## src/rtl/counter_wrap_tracker.sv

```systemverilog
// counter_wrap_tracker: follows a mod-10 up/down counter, extends it into a multi-digit BCD count
// and queues wrap/jump events behind a valid/ready FIFO.
// Optional macro SEVEN_SEG_EN adds a registered seven-segment output SEG_OUT.
module counter_wrap_tracker #(
  parameter int unsigned TENS_DIGITS = 2,
  parameter int unsigned FIFO_DEPTH  = 4
) (
  input  logic                     CLK,
  input  logic                     RESET_0,
  input  logic [3:0]               COUNT_IN,
  input  logic                     CLR,
  output logic [4*TENS_DIGITS-1:0] TENS_OUT,
  output logic                     EVT_VALID,
  input  logic                     EVT_READY,
  output logic [1:0]               EVT_DATA,
  output logic                     EVT_DROP,
  output logic                     ERR
`ifdef SEVEN_SEG_EN
  ,
  output logic [7*(TENS_DIGITS+1)-1:0] SEG_OUT
`endif
);

  localparam int unsigned TW = 4 * TENS_DIGITS;
  localparam int unsigned AW = (FIFO_DEPTH > 1) ? $clog2(FIFO_DEPTH) : 1;
  localparam logic [AW:0] FullCnt = FIFO_DEPTH[AW:0];

  localparam logic [1:0] EvtNone = 2'b00;
  localparam logic [1:0] EvtUp   = 2'b01;
  localparam logic [1:0] EvtDown = 2'b10;
  localparam logic [1:0] EvtJump = 2'b11;

  logic [3:0]    prev_q, prev_d;
  logic          prev_valid_q, prev_valid_d;
  logic [TW-1:0] tens_q, tens_d, tens_inc, tens_dec;
  logic          err_q, err_d;
  logic          drop_q, drop_d;

  logic [1:0]    mem_q [FIFO_DEPTH];
  logic [AW-1:0] wr_ptr_q, rd_ptr_q;
  logic [AW:0]   cnt_q;

  logic          legal, no_change;
  logic [1:0]    evt;
  logic          push, pop, full;

  // Classify the sampled count against the previous legal sample.
  always_comb begin
    legal     = (COUNT_IN <= 4'd9);
    no_change = (COUNT_IN == prev_q) || (COUNT_IN == prev_q + 4'd1) ||
                (COUNT_IN + 4'd1 == prev_q);
    evt       = EvtNone;
    if (!CLR && prev_valid_q) begin
      if (!legal) begin
        evt = EvtJump;
      end else if (no_change) begin
        evt = EvtNone;
      end else if (prev_q == 4'd9 && COUNT_IN == 4'd0) begin
        evt = EvtUp;
      end else if (prev_q == 4'd0 && COUNT_IN == 4'd9) begin
        evt = EvtDown;
      end else begin
        evt = EvtJump;
      end
    end
  end

  // BCD increment and decrement of the upper digits; all-9s and all-0s wrap silently.
  always_comb begin
    logic       carry;
    logic       borrow;
    logic [3:0] digit;
    tens_inc = '0;
    tens_dec = '0;
    carry    = 1'b1;
    borrow   = 1'b1;
    for (int i = 0; i < int'(TENS_DIGITS); i++) begin
      digit = tens_q[4*i +: 4];
      if (carry) begin
        if (digit == 4'd9) begin
          tens_inc[4*i +: 4] = 4'd0;
        end else begin
          tens_inc[4*i +: 4] = digit + 4'd1;
          carry              = 1'b0;
        end
      end else begin
        tens_inc[4*i +: 4] = digit;
      end
      if (borrow) begin
        if (digit == 4'd0) begin
          tens_dec[4*i +: 4] = 4'd9;
        end else begin
          tens_dec[4*i +: 4] = digit - 4'd1;
          borrow             = 1'b0;
        end
      end else begin
        tens_dec[4*i +: 4] = digit;
      end
    end
  end

  assign full      = (cnt_q == FullCnt);
  assign EVT_VALID = (cnt_q != '0);
  assign pop       = EVT_VALID && EVT_READY;
  // A full FIFO still accepts a push when the head leaves in the same cycle.
  assign push      = (evt != EvtNone) && (!full || pop);

  // Next-state for tracking registers; CLR overrides everything.
  always_comb begin
    tens_d       = tens_q;
    prev_d       = prev_q;
    prev_valid_d = prev_valid_q;
    err_d        = err_q;
    drop_d       = drop_q;
    if (CLR) begin
      tens_d       = '0;
      prev_valid_d = 1'b0;
      err_d        = 1'b0;
      drop_d       = 1'b0;
    end else begin
      if (legal) begin
        prev_d       = COUNT_IN;
        prev_valid_d = 1'b1;
      end else begin
        err_d = 1'b1;
      end
      if (evt == EvtUp) begin
        tens_d = tens_inc;
      end else if (evt == EvtDown) begin
        tens_d = tens_dec;
      end
      if (evt != EvtNone && !push) begin
        drop_d = 1'b1;
      end
    end
  end

  // Tracking state registers.
  always_ff @(posedge CLK or negedge RESET_0) begin
    if (!RESET_0) begin
      prev_q       <= 4'd0;
      prev_valid_q <= 1'b0;
      tens_q       <= '0;
      err_q        <= 1'b0;
      drop_q       <= 1'b0;
    end else begin
      prev_q       <= prev_d;
      prev_valid_q <= prev_valid_d;
      tens_q       <= tens_d;
      err_q        <= err_d;
      drop_q       <= drop_d;
    end
  end

  // FIFO pointers and occupancy.
  always_ff @(posedge CLK or negedge RESET_0) begin
    if (!RESET_0) begin
      wr_ptr_q <= '0;
      rd_ptr_q <= '0;
      cnt_q    <= '0;
    end else if (CLR) begin
      wr_ptr_q <= '0;
      rd_ptr_q <= '0;
      cnt_q    <= '0;
    end else begin
      if (push) wr_ptr_q <= wr_ptr_q + 1'b1;
      if (pop)  rd_ptr_q <= rd_ptr_q + 1'b1;
      if (push && !pop) begin
        cnt_q <= cnt_q + 1'b1;
      end else if (pop && !push) begin
        cnt_q <= cnt_q - 1'b1;
      end
    end
  end

  // FIFO storage; contents are only visible through the valid-gated head.
  always_ff @(posedge CLK) begin
    if (push) mem_q[wr_ptr_q] <= evt;
  end

  assign EVT_DATA = EVT_VALID ? mem_q[rd_ptr_q] : 2'b00;
  assign TENS_OUT = tens_q;
  assign EVT_DROP = drop_q;
  assign ERR      = err_q;

`ifdef SEVEN_SEG_EN
  localparam int unsigned SW = 7 * (TENS_DIGITS + 1);

  function automatic logic [6:0] seg7(input logic [3:0] d);
    logic [6:0] s;
    unique case (d)
      4'd0:    s = 7'h3F;
      4'd1:    s = 7'h06;
      4'd2:    s = 7'h5B;
      4'd3:    s = 7'h4F;
      4'd4:    s = 7'h66;
      4'd5:    s = 7'h6D;
      4'd6:    s = 7'h7D;
      4'd7:    s = 7'h07;
      4'd8:    s = 7'h7F;
      4'd9:    s = 7'h6F;
      default: s = 7'h00;
    endcase
    return s;
  endfunction

  logic [SW-1:0] seg_q, seg_d;

  // Decode next-state digits so segments change on the same edge as TENS_OUT.
  always_comb begin
    seg_d      = '0;
    seg_d[6:0] = seg7(prev_d);
    for (int i = 0; i < int'(TENS_DIGITS); i++) begin
      seg_d[7*(i+1) +: 7] = seg7(tens_d[4*i +: 4]);
    end
  end

  // Segment register; every digit shows "0" out of reset.
  always_ff @(posedge CLK or negedge RESET_0) begin
    if (!RESET_0) begin
      seg_q <= {(TENS_DIGITS + 1){7'h3F}};
    end else begin
      seg_q <= seg_d;
    end
  end

  assign SEG_OUT = seg_q;
`endif

endmodule

```

## config.mk

```make
export PLATFORM = sky130hd
export DESIGN_NAME = counter_wrap_tracker
export DESIGN_NICKNAME = d
export VERILOG_FILES = /design/src/rtl/counter_wrap_tracker.sv
export SDC_FILE = /design/constraint.sdc
export NUM_CORES = 1
export LEC_CHECK = 0
export ABC_AREA = 1
export ABC_CLOCK_PERIOD_IN_PS = 3250
export BUFFER_PORTS_ARGS = -buffer_cell sky130_fd_sc_hd__buf_2
export CAP_MARGIN = 10
export CORE_MARGIN = 2
export CORE_UTILIZATION = 52
export DETAILED_ROUTE_END_ITERATION = 8
export PLACE_DENSITY_LB_ADDON = 0.25
export SLEW_MARGIN = 20
export SYNTH_ARGS = -nofsm -noshare
export SYNTH_HDL_FRONTEND = slang
export SYNTH_SLANG_ARGS = --single-unit
```

## constraint.sdc

```tcl
create_clock -name CLK -period 3.25 [get_ports CLK]
set_clock_uncertainty 0.2 [all_clocks]
set_input_delay 0.8125 -clock CLK [delete_from_list [all_inputs] [get_ports CLK]]
set_output_delay 0.8125 -clock CLK [all_outputs]
set_load 0.02 [all_outputs]
```

## Word-level counts from Yosys, hierarchy flattened

Memories as Yosys holds them, arrays and structs flattened.
Index checks and enable logic that the tools add are counted.

| word-level totals | value |
|---|---|
| register bits | 22 |
| latch bits | 0 |
| memory bits (writable) | 8 |
| ROM bits | 0 |
| bits of input ports | 8 |
| output and inout bits | 13 |
| memories kept | 1 |

Memories:

| memory | depth | width | rd ports | clocked after Yosys merged registers in | write ports | line | RTL |
|---|---|---|---|---|---|---|---|
| mem_q | 4 | 2 | 1 | 0 | 1 | 39 | `logic [1:0] mem_q [FIFO_DEPTH];` |

| operators by class | value |
|---|---|
| $add $sub $neg | 10 |
| $mul | 0 |
| div/mod/pow operators | 0 |
| magnitude comparators | 1 |
| equality and inequality tests | 12 |
| shifts and indexed selects | 0 |
| muxes and demuxes | 32 |
| bitwise operators | 1 |
| reduce and logical (&&, ||, !) cells | 30 |

Operator list:

| kind | number |
|---|---|
| 2-to-1 mux 4 bit | 6 |
| 2-to-1 mux 8 bit | 3 |
| 2-to-1 mux 2 bit | 9 |
| adder 4 x 1 -> 4 bit, second input constant | 4 |
| == test 4 bit, second input constant | 4 |
| zero test 4 bit | 4 |
| == test 4 bit | 3 |
| nonzero test 3 bit | 4 |
| 2-to-1 mux 1 bit | 11 |
| nonzero test 2 bit | 5 |
| 2-to-1 mux 3 bit | 3 |
| logical AND 1 bit | 8 |
| subtractor 4 x 1 -> 4 bit, second input constant | 2 |
| adder 2 x 1 -> 2 bit, second input constant | 2 |
| less-or-equal comparator 4 bit, second input constant | 1 |
| zero test 1 bit | 4 |
| adder 3 x 1 -> 3 bit, second input constant | 1 |
| == test 3 bit, second input constant | 1 |
| logical OR 1 bit | 3 |
| inequality test 3 bit, second input constant | 1 |
| AND reduction 3 bit | 1 |
| subtractor 3 x 1 -> 3 bit, second input constant | 1 |
| == test 2 x 1 -> 1 bit, second input constant | 1 |
| == test 2 bit, second input constant | 1 |
| 3 further kinds | 3 |

## Longest topological paths before layout

| logic depth | value |
|---|---|
| depth after elaboration | 14 |
| mapped depth | 19 |
| gate-level depth less buffers | 19 |

## Least setup slack after synthesis

No wires, ideal clock.

| timing path | value |
|---|---|
| kind | input -> register |
| start | input COUNT_IN[0] |
| end | register cnt_q[1] |
| data arrival time | 2.498 ns |
| required time | 2.932 ns |
| setup slack | 0.435 ns |
| stages on the path | 15 |
| path buffers | 0 |
| cell sequence | inv_1 -> ha_1 -> xor2_1 -> nor2_1 -> nand3_1 -> nand3_2 -> nand2_4 -> nand3_4 -> nand2_2 -> nand3_2 -> inv_1 -> fa_1 -> inv_1 -> nand2_1 -> nand2_1 |

| between the ends | value |
|---|---|
| word-level cells in the longest chain between the ends | 12 |
| elaborated cells between the ends (all ways) | 24 |
| classes of those cells | 1 x add/sub; 1 x order compare; 4 x eq/ne; 7 x mux; 11 x reduce/logical |

RTL lines:

| item | line | RTL |
|---|---|---|
| start, declared | 10 | `input logic [3:0] COUNT_IN,` |
| branches (longest 5 deep; another with adder 4 x 1 -> 4 bit) | n/a |  |
| 2-to-1 mux 2 bit * | 54 | `if (!legal) begin` |
| 2-to-1 mux 2 bit * | 53 | `if (!CLR && prev_valid_q) begin` |
| nonzero test 2 bit * | 106 | `assign push = (evt != EvtNone) && (!full \|\| pop);` |
| logical AND 1 bit * | 106 |  |
| logical AND 1 bit or zero test 1 bit (tied branches) | 168, 170 |  |
| 2-to-1 mux 3 bit or logical AND 1 bit (tied branches) | 168, 170 |  |
| 2-to-1 mux 3 bit or nonzero test 3 bit (tied branches) | n/a |  |
| end signal, assigned | 169 | `cnt_q <= cnt_q + 1'b1;` |
| end signal, assigned | 171 | `cnt_q <= cnt_q - 1'b1;` |
| end, declared | 41 | `logic [AW:0] cnt_q;` |

Every way passes the cells marked *.
A chain may end at the register's enable or synchronous reset.

## Worst setup path in the final report

Ends and elaborated chain as after synthesis.

==> results summary <==
The area share of the largest cell type after synthesis is 0.2526. The fraction of synthesized cell area in xor and xnor cells came out at 0.03215. The worst setup path is captured at a register. The hold path depth came out at 1. The final net count came out at 337. The register area is 790.8 µm². The worst reg2reg path endpoint is cnt_q[1]$_DFFE_PN0P_. The violation count after the first detailed-route iteration is 93. In this run the tightest slew margin relative to its limit is 0.6575. Derived from the worst setup path, the maximum achievable clock frequency is 0.3581 GHz. At the pin with the least slew margin, the transition time is 0.5137 ns. The post-synthesis share of cell area spent on full adders, half adders and majority gates is 0.1125.

The post-synthesis cell count came out at 284. After routing, the total negative slack on setup checks comes to 0 ns. The starting density of the core came out at 0.5410. The clock passes through at most 2 buffers. The post-detailed-routing wire length is 4075 µm. The quantity of I/O buffers inserted on ports is 20. The detailed-routing iteration count for the pre-antenna-repair pass came out at 4.

The main flop type after synthesis is sky130_fd_sc_hd__dfrtp_1. The area added between synthesis and finish is 13.03%. The simple-gate portion of the synthesized area is 0.2974.

The maximum vdd drop came out at 0.0004105 V. Walking the worst path, the cells encountered are buf_2, inv_1, ha_1, xor2_1, nor2_1, nand3_1, nand3_2, nand2_4, nand3_4, nand2_2, nand3_2, inv_1, fa_1, inv_1, nand2_1, nand2_1. The total half-perimeter wirelength after legalization and detailed placement came out at 3131 µm. The cell that appears most often on the critical path is sky130_fd_sc_hd__inv_1. The floorplan step set the die height to 68.74 µm. The routability-driven placement congestion ratio is 0.8725.

Yosys instantiated no cell more often than sky130_fd_sc_hd__nand2_1. The post-route worst hold slack is 0.2889 ns. The post-CTS setup repair buffer count is 0. The share of flip-flops with an asynchronous set or reset after synthesis came out at 0.7333.

The critical path in this run is classified as input port to register. The portion of netlist area occupied by mux cells is 0. The total of fill cells in the finished design is 360. For this design the static power due to leakage is 1.289 nW. Along the worst path, the maximum fanout reaches 6. Clock tree synthesis found a total of 30 sinks.

The maximum number of pins on one net before global-route repair is 23. The cell accounting for the most synthesized area is sky130_fd_sc_hd__dfrtp_1. The startpoint identified for the worst hold timing path is EVT_DROP$_DFFE_PN0P_. Data on the critical path arrives at its endpoint at 2.77 ns. The number of H-tree levels is 2.

Setup repair after global routing left no endpoint under its margin. After detailed routing, the average wire length per cell comes to 11.29 µm. After global routing the overflow that remains totals 0. The count of final max-slew check failures is 0. The number of setup violations in the final report came out at 0.

The horizontal die dimension is 68.74 µm. The wire length of the first global-routing pass is 6837 µm. The cell area after synthesis is 2180 µm². At the later pin of the worst-skew pair, clock insertion delay measures 0.28 ns. STA puts the critical path data required time at 3.23 ns. The total DRC errors in the routed layout came out at 0. In the synthesized netlist, the cells that appear most often are sky130_fd_sc_hd__nand2_1 (58), sky130_fd_sc_hd__inv_1 (37), sky130_fd_sc_hd__nand3_1 (33). After clock tree synthesis, the clock-pin slew on the worst setup and hold paths is 0.07 ns. Using the TritonRoute via totals, the vias-per-cell ratio works out to 5.050.

The path with the worst hold slack has its endpoint at EVT_DROP$_DFFE_PN0P_. The period utilization came out at 0.8593. Counting flops with a built-in enable in the synthesized netlist gives 8.

The total area of multi-input combinational cells came out at 1189 µm². The shortest period the worst path allows came out at 2.793 ns. In this run, CTS created clock tree buffers numbering 5.

The flow ran to the end, and the final reports show no timing, DRC or antenna violations. The sequential area share after synthesis is 0.3628. The share of the synthesized area in compound gates (AO/OA/AOI/OAI) was 0.1033.

The total die area came out at 4725 µm². Max-cap violations in this run came to 0. The mean area per synthesized cell is 7.675 µm². By area, the combinational part of the netlist is dominated by simple AND/OR/NAND/NOR gates. In this run the worst hold path is classified as register to register.

The launching point of the worst reg2reg path is prev_q[1]$_DFFE_PN0P_. The fraction of final layout cells with drive strength greater than 1 came out at 0.1768. Across every metal layer, demand over resource in global routing totals 0.1932. Yosys printed 0 warnings. Power comes to 1.797 mW.

The longest individual stage delay on the worst path came out at 0.47 ns. The number of nets still failing antenna checks after routing came out at 0. Buffers inserted to repair hold after CTS numbered 0. The slack of the worst reg-to-reg path came out at 0.63 ns. The power density over cell area came out at 729.5 nW/µm². The worst-case reg-to-reg path depth is 17. In this run the clock root is driven by a sky130_fd_sc_hd__clkbuf_8. The worst slack after detailed placement came out at 0.1516 ns.

In the post-synthesis netlist, the biggest area contributors are sky130_fd_sc_hd__dfrtp_1 (25%), sky130_fd_sc_hd__edfxtp_1 (11%), sky130_fd_sc_hd__ha_1 (10%), sky130_fd_sc_hd__nand2_1 (10%), sky130_fd_sc_hd__nand3_1 (7.6%). The number of hold violations in the final report came to 0. The initial antenna violation count was 0. STA classifies the critical path startpoint as an input port. The via count of the first global-routing pass is 1661. After floorplanning, the core was sized to cover 4029 µm². Counting distinct cell types in the post-synthesis netlist gives 31. The flip-flop and latch count after synthesis is 30. The detailed router placed 1823 vias in this run.

Gates resized during post-CTS repair numbered 0. The TritonCTS clock tree is built. In this run the core area contains 23 standard-cell rows.

Across all setup checks in the final design, the least slack found is 0.4573 ns. The post-synth net total came out at 311. The slowest stage of the critical path belongs to the cell sky130_fd_sc_hd__fa_1. The number of inserted diodes is 0. For this design the top-level I/O count stands at 21.
state kept, by name, indices dropped and copies added, names as in the netlist:
signal / flops
EVT_DROP: 1
prev_q: 4
cnt_q: 3
TENS_OUT: 8
prev_valid_q: 1
rd_ptr_q: 2
mem_q: 8
ERR: 1
wr_ptr_q: 2
metrics by stage:
step                instance area [µm²]  instances    util
floorplan                          2180        284       -
global placement                   2331        353  0.5786
detailed placement                 2331        353  0.5786
CTS                                2464        361  0.6115
global route                       2464        361  0.6115
finish                             2464        361  0.6115
cell type report:
type,instances,share of cell area
multi-input cells,204,0.4825
inverters,49,0.07669
clock buffers,5,0.02793
well taps,50,0.02539
clock inverters,3,0.02590
flip-flops and latches,30,0.3210
repair buffers,20,0.04063
metal layers:
| layer | part of all wire | up-vias | GRT usage |
|---|---|---|---|
| met5 | 0 | - | 0 |
| met4 | 0.0083 | 0 | 0.03676 |
| met3 | 0.036 | 4 | 0.05357 |
| met2 | 0.47 | 26 | 0.3389 |
| met1 | 0.48 | 833 | 0.2386 |
| li1 | - | 960 | - |
kinds of logic (layout without fill, tap and decap cells):
kind of cell    Yosys count  after routing
simple gates            137            137
buf+inv                  50             77
compound gates           40             40
flops                    30             30
fa+ha+maj                19             19
xor+xnor                  8              8
power by group:
part | leakage [nW] | switching [mW] | internal [mW] | total [mW]
Clock | 0.0658 | 0.141 | 0.303 | 0.445
Combinational | 0.867 | 0.501 | 0.278 | 0.779
Sequential | 0.357 | 0.100 | 0.473 | 0.574
Total | 1.29 | 0.742 | 1.05 | 1.80
worst max-delay path: cells and delay by family:
kind	cells	cell delay [ns]
adders and majority gates	2	0.77
and+or+nand+nor	9	0.76
buffers and inverters	4	0.29
xor gates and xnor gates	1	0.14
layout by cell type, fill, tap and decap left out:
cell type,instances
sky130_fd_sc_hd__clkinv_1,2
sky130_fd_sc_hd__a21oi_4,1
sky130_fd_sc_hd__o21a_1,1
sky130_fd_sc_hd__nand3b_1,2
sky130_fd_sc_hd__nor2_1,26
sky130_fd_sc_hd__or3_1,1
sky130_fd_sc_hd__nand2_4,4
sky130_fd_sc_hd__o21ai_1,1
sky130_fd_sc_hd__nor3_1,2
sky130_fd_sc_hd__inv_2,9
sky130_fd_sc_hd__inv_4,2
sky130_fd_sc_hd__bufinv_16,2
sky130_fd_sc_hd__nor2_2,2
sky130_fd_sc_hd__nand3_4,1
sky130_fd_sc_hd__edfxtp_1,8
sky130_fd_sc_hd__dfrtp_1,22
sky130_fd_sc_hd__and2_1,1
sky130_fd_sc_hd__nand3_2,3
sky130_fd_sc_hd__a21oi_1,14
sky130_fd_sc_hd__o21ai_2,2
sky130_fd_sc_hd__clkbuf_8,5
sky130_fd_sc_hd__xnor2_1,2
sky130_fd_sc_hd__buf_2,20
sky130_fd_sc_hd__fa_1,1
sky130_fd_sc_hd__nand2_1,58
sky130_fd_sc_hd__xor2_1,6
sky130_fd_sc_hd__a211oi_1,1
sky130_fd_sc_hd__o22ai_1,1
sky130_fd_sc_hd__ha_1,18
sky130_fd_sc_hd__nand3_1,33
sky130_fd_sc_hd__nand2_2,4
sky130_fd_sc_hd__inv_1,37
sky130_fd_sc_hd__o21ai_0,19
worst max path at each step:
| stage | startpoint | to | slack, ns | cells after the start |
|---|---|---|---|---|
| 2_1_floorplan | COUNT_IN[0] | cnt_q[1]$_DFFE_PN0P_ | 0.43 | 15 |
| 3_3_place_gp | COUNT_IN[0] | cnt_q[1]$_DFFE_PN0P_ | 0.20 | 16 |
| 3_5_place_dp | COUNT_IN[0] | cnt_q[1]$_DFFE_PN0P_ | 0.15 | 16 |
| 4_1_cts | COUNT_IN[0] | cnt_q[1]$_DFFE_PN0P_ | 0.46 | 16 |
| 5_1_grt | COUNT_IN[0] | cnt_q[2]$_DFFE_PN0P_ | 0.30 | 17 |
| 6_report | COUNT_IN[0] | cnt_q[1]$_DFFE_PN0P_ | 0.46 | 16 |
(Power assumes the default switching activity.)
